--- src/rtl/shift_add_mult.sv ---
// rtl/shift_add_mult.sv - sequential shift-and-add multiplier driven by an external down counter.
// Define SHIFT_ADD_MULT_SIGNED_EN for two's-complement operands; default build is unsigned.
module shift_add_mult #(
   parameter int N  = 8,
   parameter int CW = 8
) (
   input  logic             clk,
   input  logic             reset,
   input  logic             start,
   input  logic [N-1:0]     mcand,
   input  logic [N-1:0]     mplier,
   input  logic [CW-1:0]    cnt,
   output logic             cnt_reset,
   output logic             cnt_ena,
   output logic             busy,
   output logic             done,
   output logic [2*N-1:0]   product
);

   typedef enum logic [1:0] {
      IDLE = 2'd0,
      RUN  = 2'd1,
      DONE = 2'd2
   } state_t;

   state_t           state_q, state_d;
   logic [N-1:0]     mcand_q, mcand_d;
   logic [2*N-1:0]   prod_q, prod_d;
   logic [N:0]       sum;
   logic             last_step;

   // Upper half of prod_q is the accumulator; the lower half still holds unconsumed multiplier bits.
   always_comb begin
      last_step = (cnt == '0);
`ifdef SHIFT_ADD_MULT_SIGNED_EN
      sum = {prod_q[2*N-1], prod_q[2*N-1:N]};
      if (prod_q[0]) begin
         // The multiplier's top bit carries negative weight, so the final step subtracts.
         if (last_step)
            sum = {prod_q[2*N-1], prod_q[2*N-1:N]} - {mcand_q[N-1], mcand_q};
         else
            sum = {prod_q[2*N-1], prod_q[2*N-1:N]} + {mcand_q[N-1], mcand_q};
      end
`else
      sum = {1'b0, prod_q[2*N-1:N]};
      if (prod_q[0])
         sum = {1'b0, prod_q[2*N-1:N]} + {1'b0, mcand_q};
`endif
   end

   always_comb begin
      state_d   = state_q;
      mcand_d   = mcand_q;
      prod_d    = prod_q;
      cnt_reset = reset;
      cnt_ena   = 1'b0;
      busy      = 1'b0;
      done      = 1'b0;
      case (state_q)
         IDLE: begin
            if (start) begin
               mcand_d   = mcand;
               prod_d    = {{N{1'b0}}, mplier};
               cnt_reset = 1'b1;
               state_d   = RUN;
            end
         end
         RUN: begin
            cnt_ena = 1'b1;
            busy    = 1'b1;
            prod_d  = {sum, prod_q[N-1:1]};
            if (last_step)
               state_d = DONE;
         end
         DONE: begin
            busy    = 1'b1;
            done    = 1'b1;
            state_d = IDLE;
         end
         default: state_d = IDLE;
      endcase
   end

   always_ff @(posedge clk) begin
      if (reset) begin
         state_q <= IDLE;
         mcand_q <= '0;
         prod_q  <= '0;
      end else begin
         state_q <= state_d;
         mcand_q <= mcand_d;
         prod_q  <= prod_d;
      end
   end

   assign product = prod_q;

endmodule

--- config.mk ---
export PLATFORM = sky130hd
export DESIGN_NAME = shift_add_mult
export DESIGN_NICKNAME = d
export VERILOG_FILES = /design/src/rtl/shift_add_mult.sv
export SDC_FILE = /design/constraint.sdc
export NUM_CORES = 1
export LEC_CHECK = 0
export BUFFER_PORTS_ARGS = -buffer_cell sky130_fd_sc_hd__buf_4
export CAP_MARGIN = 20
export CORE_MARGIN = 2
export CORE_UTILIZATION = 40
export CTS_CLUSTER_DIAMETER = 200
export DETAILED_ROUTE_END_ITERATION = 10
export MAX_ROUTING_LAYER = met4
export PLACE_DENSITY = 0.73
export SYNTH_ARGS = -nofsm -noshare
export SYNTH_HDL_FRONTEND = slang
export SYNTH_SLANG_ARGS = --single-unit
--- constraint.sdc ---
create_clock -name clk -period 2.1 [get_ports clk]
set_input_delay 0.105 -clock clk [delete_from_list [all_inputs] [get_ports clk]]
set_output_delay 0.105 -clock clk [all_outputs]
set_load 0.05 [all_outputs]
* Word-level counts from Yosys, hierarchy flattened
Cells that the tools add are included.
Widths: inputs -> output; s select.
** Word-level totals
- Register bits :: 26
- Bits in latches :: 0
- Memory bits (writable) :: 0
- Bits in read-only memories :: 0
- Input port bits :: 27
- Output and inout port bits :: 20
- Word-level logic and storage cells :: 26
- Memories kept :: 0
** Cells by class
- $add $sub $neg :: 1
- Multiply operators :: 0
- Divide/modulo/power cells :: 0
- Order comparisons :: 0
- Eq/ne operators :: 4
- Shift operators :: 0
- Multiplexer cells :: 11
- Bitwise operators :: 0
- Reductions and logical operators :: 7
** Operators by type and width (count)
- $pmux 16 s2 :: 1
- $mux 16 :: 1
- $add 8x8->9 :: 1
- $mux 9 :: 1
- $logic_not 8->1 :: 1
- $reduce_and 2->1 :: 3
- $mux 1 :: 5
- $mux 2 :: 2
- $ne 2x2->1 const B :: 2
- $pmux 2 s2 :: 1
- $eq 2x1->1 const B :: 1
- $eq 2x2->1 const B :: 1
- $logic_not 2->1 :: 1
- $reduce_bool 2->1 :: 1
- $reduce_or 2->1 :: 1

* Depth between registers and ports, before layout
- Word-level depth :: 3
- Gate-level depth with buffers :: 8

* Least setup slack after synthesis
No wires, ideal clock.
- Path type :: reg2reg
- Start :: register prod_q[8] (netlist: product[8])
- End :: register prod_q[13] (netlist: product[13])
- Library setup time :: 0.058 ns
- Arrival time :: 2.201 ns
- Required time :: 2.042 ns
- Slack :: -0.159 ns
- Cell stages (with the launch flop) :: 9
- Path through :: dfxtp_1 > ha_1 > inv_1 > fa_1 > nor2b_4 > o31a_1 > o21ai_2 > a2111oi_2 > a211o_1
** Between the ends
- Word-level cells in the longest chain between the ends :: 3
** Ends and longest elaborated chain
- from (decl) :: RTL line 28 : logic [2*N-1:0] prod_q, prod_d;
- from (signal assigned) :: RTL line 92 : prod_q <= prod_d;
- $add 8x8->9 :: RTL line 47 : sum = {1'b0, prod_q[2*N-1:N]} + {1'b0, mcand_q};
- $mux 9 :: RTL line 46 : if (prod_q[0])
- $pmux 16 s2 :: RTL line 59 : case (state_q)
Every way passes these cells.
A chain may end at the register's enable or synchronous reset.

* Worst setup path in the final report
Same ends and word-level chain as after synthesis.

==> report_table.html <==
<table>
<tr><th>Metric</th><th>Value</th></tr>
<tr><th colspan="2">Timing</th></tr>
<tr><td>Period utilization</td><td>0.917</td></tr>
<tr><td>Max-slew headroom</td><td>0.597</td></tr>
<tr><td>Final number of max-transition violations</td><td>0</td></tr>
<tr><td>Highest Clock Rate</td><td>519 MHz</td></tr>
<tr><td>Count of final hold-check violations</td><td>0</td></tr>
<tr><td>Transition time at the pin with the least slew margin</td><td>0.604 ns</td></tr>
<tr><td>Setup repair after global routing missed its margin</td><td>false</td></tr>
<tr><td>Clock Skews</td><td>0.00646 ns</td></tr>
<tr><td>Post-Route Setup TNS</td><td>0 ns</td></tr>
<tr><td>Crit path time final</td><td>1.93 ns</td></tr>
<tr><td>Final setup violation count</td><td>0</td></tr>
<tr><th colspan="2">Detailed routing</th></tr>
<tr><td>Routed via count</td><td>1405</td></tr>
<tr><td>Iteration count of the initial detailed-routing pass</td><td>5</td></tr>
<tr><td>Post-route DRC</td><td>0</td></tr>
<tr><td>Wirelength per Cell</td><td>13.5 um</td></tr>
<tr><td>Average via count per standard cell</td><td>5.26</td></tr>
<tr><td>Final antenna-violating net count</td><td>0</td></tr>
<tr><td>Wire length reported by the detailed router</td><td>3.60 mm</td></tr>
<tr><td>Initial detailed-routing violation count</td><td>72</td></tr>
<tr><th colspan="2">Yosys</th></tr>
<tr><td>Yosys reg bits</td><td>26</td></tr>
<tr><td>Synthesis Warnings</td><td>0</td></tr>
<tr><td>Count of cell types in the netlist</td><td>45</td></tr>
<tr><td>Net count after synthesis</td><td>214</td></tr>
<tr><td>Synth Flop Type</td><td>sky130_fd_sc_hd__dfxtp_1</td></tr>
<tr><td>Average cell area after synthesis</td><td>8.62 um^2</td></tr>
<tr><td>Number of synthesized flops with an enable pin</td><td>0</td></tr>
<tr><td>Area of the mapped netlist</td><td>0.00151 mm^2</td></tr>
<tr><td>Async set or reset register ratio after synthesis</td><td>0</td></tr>
<tr><td>Sequential-to-total area share from yosys stat</td><td>0.345</td></tr>
<tr><td>Cells after synthesis</td><td>175</td></tr>
<tr><th colspan="2">Clock network</th></tr>
<tr><td>Clock net sink count</td><td>26</td></tr>
<tr><td>Cts bufs inserted</td><td>3</td></tr>
<tr><td>Count of instances resized after the clock tree is built</td><td>0</td></tr>
<tr><td>Clock tree from TritonCTS</td><td>built</td></tr>
<tr><td>Setup Buffers After CTS</td><td>0</td></tr>
<tr><td>H-Tree Level Count</td><td>1</td></tr>
<tr><td>Buffer cell driving the clock tree root</td><td>sky130_fd_sc_hd__clkbuf_8</td></tr>
<tr><td>Clock Latency Late Sink</td><td>0.28 ns</td></tr>
<tr><td>Maximum buffer depth of the clock tree</td><td>2</td></tr>
<tr><td>Cts-stage hold buffer count</td><td>0</td></tr>
<tr><td>Clock slew seen by the registers of the worst setup and hold paths</td><td>0.10 ns</td></tr>
<tr><th colspan="2">Final layout</th></tr>
<tr><td>Post-route design area</td><td>0.00196 mm^2</td></tr>
<tr><td>Synthesis-to-finish area growth</td><td>30.2%</td></tr>
<tr><td>Storage cell area</td><td>523 um^2</td></tr>
<tr><td>Number of nets in the final layout</td><td>259</td></tr>
<tr><td>Count of antenna diodes in the layout</td><td>0</td></tr>
<tr><td>Number of filler instances in the final layout</td><td>355</td></tr>
<tr><td>Fraction of final layout cells with drive strength greater than 1</td><td>0.306</td></tr>
<tr><td>Multi-input logic area</td><td>918 um^2</td></tr>
<tr><th colspan="2">Floorplanning</th></tr>
<tr><td>IO Pins</td><td>47</td></tr>
<tr><td>Effective utilization at floorplan</td><td>0.415</td></tr>
<tr><td>Number of rows in the core area</td><td>22</td></tr>
<tr><td>Horizontal die dimension</td><td>65.4 um</td></tr>
<tr><td>Die height</td><td>65.4 um</td></tr>
<tr><td>Core Area</td><td>0.00363 mm^2</td></tr>
<tr><td>Die area</td><td>0.00428 mm^2</td></tr>
<tr><th colspan="2">Worst hold path</th></tr>
<tr><td>Hold crit path type</td><td>in2reg</td></tr>
<tr><td>Number of cells on the worst hold path</td><td>3</td></tr>
<tr><th colspan="2">Global route</th></tr>
<tr><td>Residual overflow from global routing</td><td>0</td></tr>
<tr><td>First-pass GRT wire length</td><td>6.06 mm</td></tr>
<tr><td>Pin count of the biggest net entering global routing</td><td>32</td></tr>
<tr><td>Number of antenna violations at the first check in global routing</td><td>0</td></tr>
<tr><td>GRT Util Overall</td><td>0.186</td></tr>
<tr><td>Vias in the first global route</td><td>1318</td></tr>
<tr><th colspan="2">Pwr</th></tr>
<tr><td>Reported leakage power</td><td>0.823 nW</td></tr>
<tr><td>PnR Total Power</td><td>1.32 mW</td></tr>
<tr><td>Pwr/cell area</td><td>674 mW/mm^2</td></tr>
<tr><td>Peak supply drop</td><td>338 uV</td></tr>
<tr><th colspan="2">Place</th></tr>
<tr><td>Final estimated routing congestion in global placement</td><td>0.830</td></tr>
<tr><td>Port bufs</td><td>46</td></tr>
<tr><td>DP HPWL</td><td>2.59 mm</td></tr>
<tr><td>Cell area reported after detailed placement</td><td>0.00189 mm^2</td></tr>
<tr><th colspan="2">Critical path</th></tr>
<tr><td>Start-to-end type of the worst setup path</td><td>reg2reg</td></tr>
<tr><td>CP Data Required Time</td><td>2.32 ns</td></tr>
<tr><td>Largest driver fanout on the critical path</td><td>4</td></tr>
<tr><td>Critical Path Sink Type</td><td>register</td></tr>
<tr><td>Crit path arrival time</td><td>2.15 ns</td></tr>
<tr><td>Critical Path Start Type</td><td>register</td></tr>
<tr><td>Register-to-Register Path Depth</td><td>8</td></tr>
<tr><th colspan="2">Run status</th></tr>
<tr><td>Run status</td><td>finished clean</td></tr>
<tr><th colspan="2">Run</th></tr>
<tr><td>Number of max-capacitance violations reported</td><td>0</td></tr>
</table>
metrics by stage:
| stage | cells | setup WS [ns] | util | hold slack (ns) |
|---|---|---|---|---|
| 2_1_floorplan | 175 | 0.0364 | - | 0.241 |
| 3_3_place_gp | 263 | 0.194 | 0.520 | 0.355 |
| 3_5_place_dp | 263 | 0.129 | 0.520 | 0.363 |
| 4_1_cts | 267 | 0.0935 | 0.540 | 0.0684 |
| 5_1_grt | 267 | 0.0574 | 0.540 | 0.0767 |
| 6_report | 267 | 0.174 | 0.540 | 0.0681 |
critical path, stage by stage (launching register included):
cell                        delay [ns]
sky130_fd_sc_hd__dfxtp_2          0.36
sky130_fd_sc_hd__ha_1             0.19
sky130_fd_sc_hd__inv_1            0.07
sky130_fd_sc_hd__fa_2             0.38
sky130_fd_sc_hd__nor2b_4          0.12
sky130_fd_sc_hd__o31a_1           0.16
sky130_fd_sc_hd__o21ai_2          0.09
sky130_fd_sc_hd__a2111oi_2        0.36
sky130_fd_sc_hd__a211o_1          0.15
cell usage after synthesis (3+ instances only):
cell | number | area share
sky130_fd_sc_hd__dfxtp_1 | 26 | 0.35
sky130_fd_sc_hd__nand2_1 | 21 | 0.052
sky130_fd_sc_hd__nor2_1 | 18 | 0.045
sky130_fd_sc_hd__a21oi_1 | 17 | 0.056
sky130_fd_sc_hd__ha_1 | 11 | 0.091
sky130_fd_sc_hd__mux2i_1 | 9 | 0.060
sky130_fd_sc_hd__a211oi_1 | 8 | 0.040
sky130_fd_sc_hd__inv_1 | 8 | 0.020
sky130_fd_sc_hd__buf_2 | 3 | 0.010
sky130_fd_sc_hd__clkbuf_1 | 3 | 0.0075
sky130_fd_sc_hd__nand3_1 | 3 | 0.010
sky130_fd_sc_hd__o21ai_0 | 3 | 0.010
sky130_fd_sc_hd__o21ai_2 | 3 | 0.017
metal layers:
layer,track usage,part of all wire
met4,0.0547,0.014
met3,0.0274,0.057
met2,0.302,0.47
met1,0.241,0.46
met5,-,0
cells by family after synthesis:
group | count (synthesis) | synth area share
DFF | 26 | 0.345
adders and majority gates | 12 | 0.105
buffers and inverters | 16 | 0.0473
xor gates and xnor gates | 2 | 0.0116
muxes | 9 | 0.0598
and+or+nand+nor | 58 | 0.187
AOI/OAI and AO/OA | 52 | 0.245
power breakdown:
| group | internal, mW | switching (mW) |
|---|---|---|
| Combinational | 0.131 | 0.221 |
| Clock | 0.255 | 0.169 |
| Sequential | 0.525 | 0.0216 |
cell usage in the layout (no fill, tap or decap), drive strengths merged, types with 3 or more instances in the layout:
master | netlist | final
clkbuf | 3 | 3
o21ai | 7 | 7
inv | 8 | 8
a211oi | 10 | 10
dfxtp | 26 | 26
buf | 5 | 48
a21oi | 17 | 17
mux2i | 9 | 9
nor2 | 19 | 19
ha | 11 | 11
nand2 | 23 | 23
nand3 | 3 | 3
final timing paths:
kind / slack [ns] / from / to
worst min-delay path: 0.07 / mcand[0] / mcand_q[0]
worst max-delay path: 0.17 / product[8] / product[13]
worst min register to register: 0.47 / mcand_q[2] / mcand_q[2]
worst max register to register: 0.17 / product[8] / product[13]
layout make-up:
cell class,count,share of cell area
Clock inverter,1,0.0153
Tap cell,48,0.0306
Timing Repair Buffer,48,0.184
Multi-Input combinational cell,133,0.468
Sequential cell,26,0.266
Inverter,8,0.0153
Clock buffer,3,0.0210
flip-flops by register name, summed over array words and instances, names as in the netlist:
register / cells
mcand_q: 8
product: 16
state_q: 2
(Power assumes the default switching activity.)
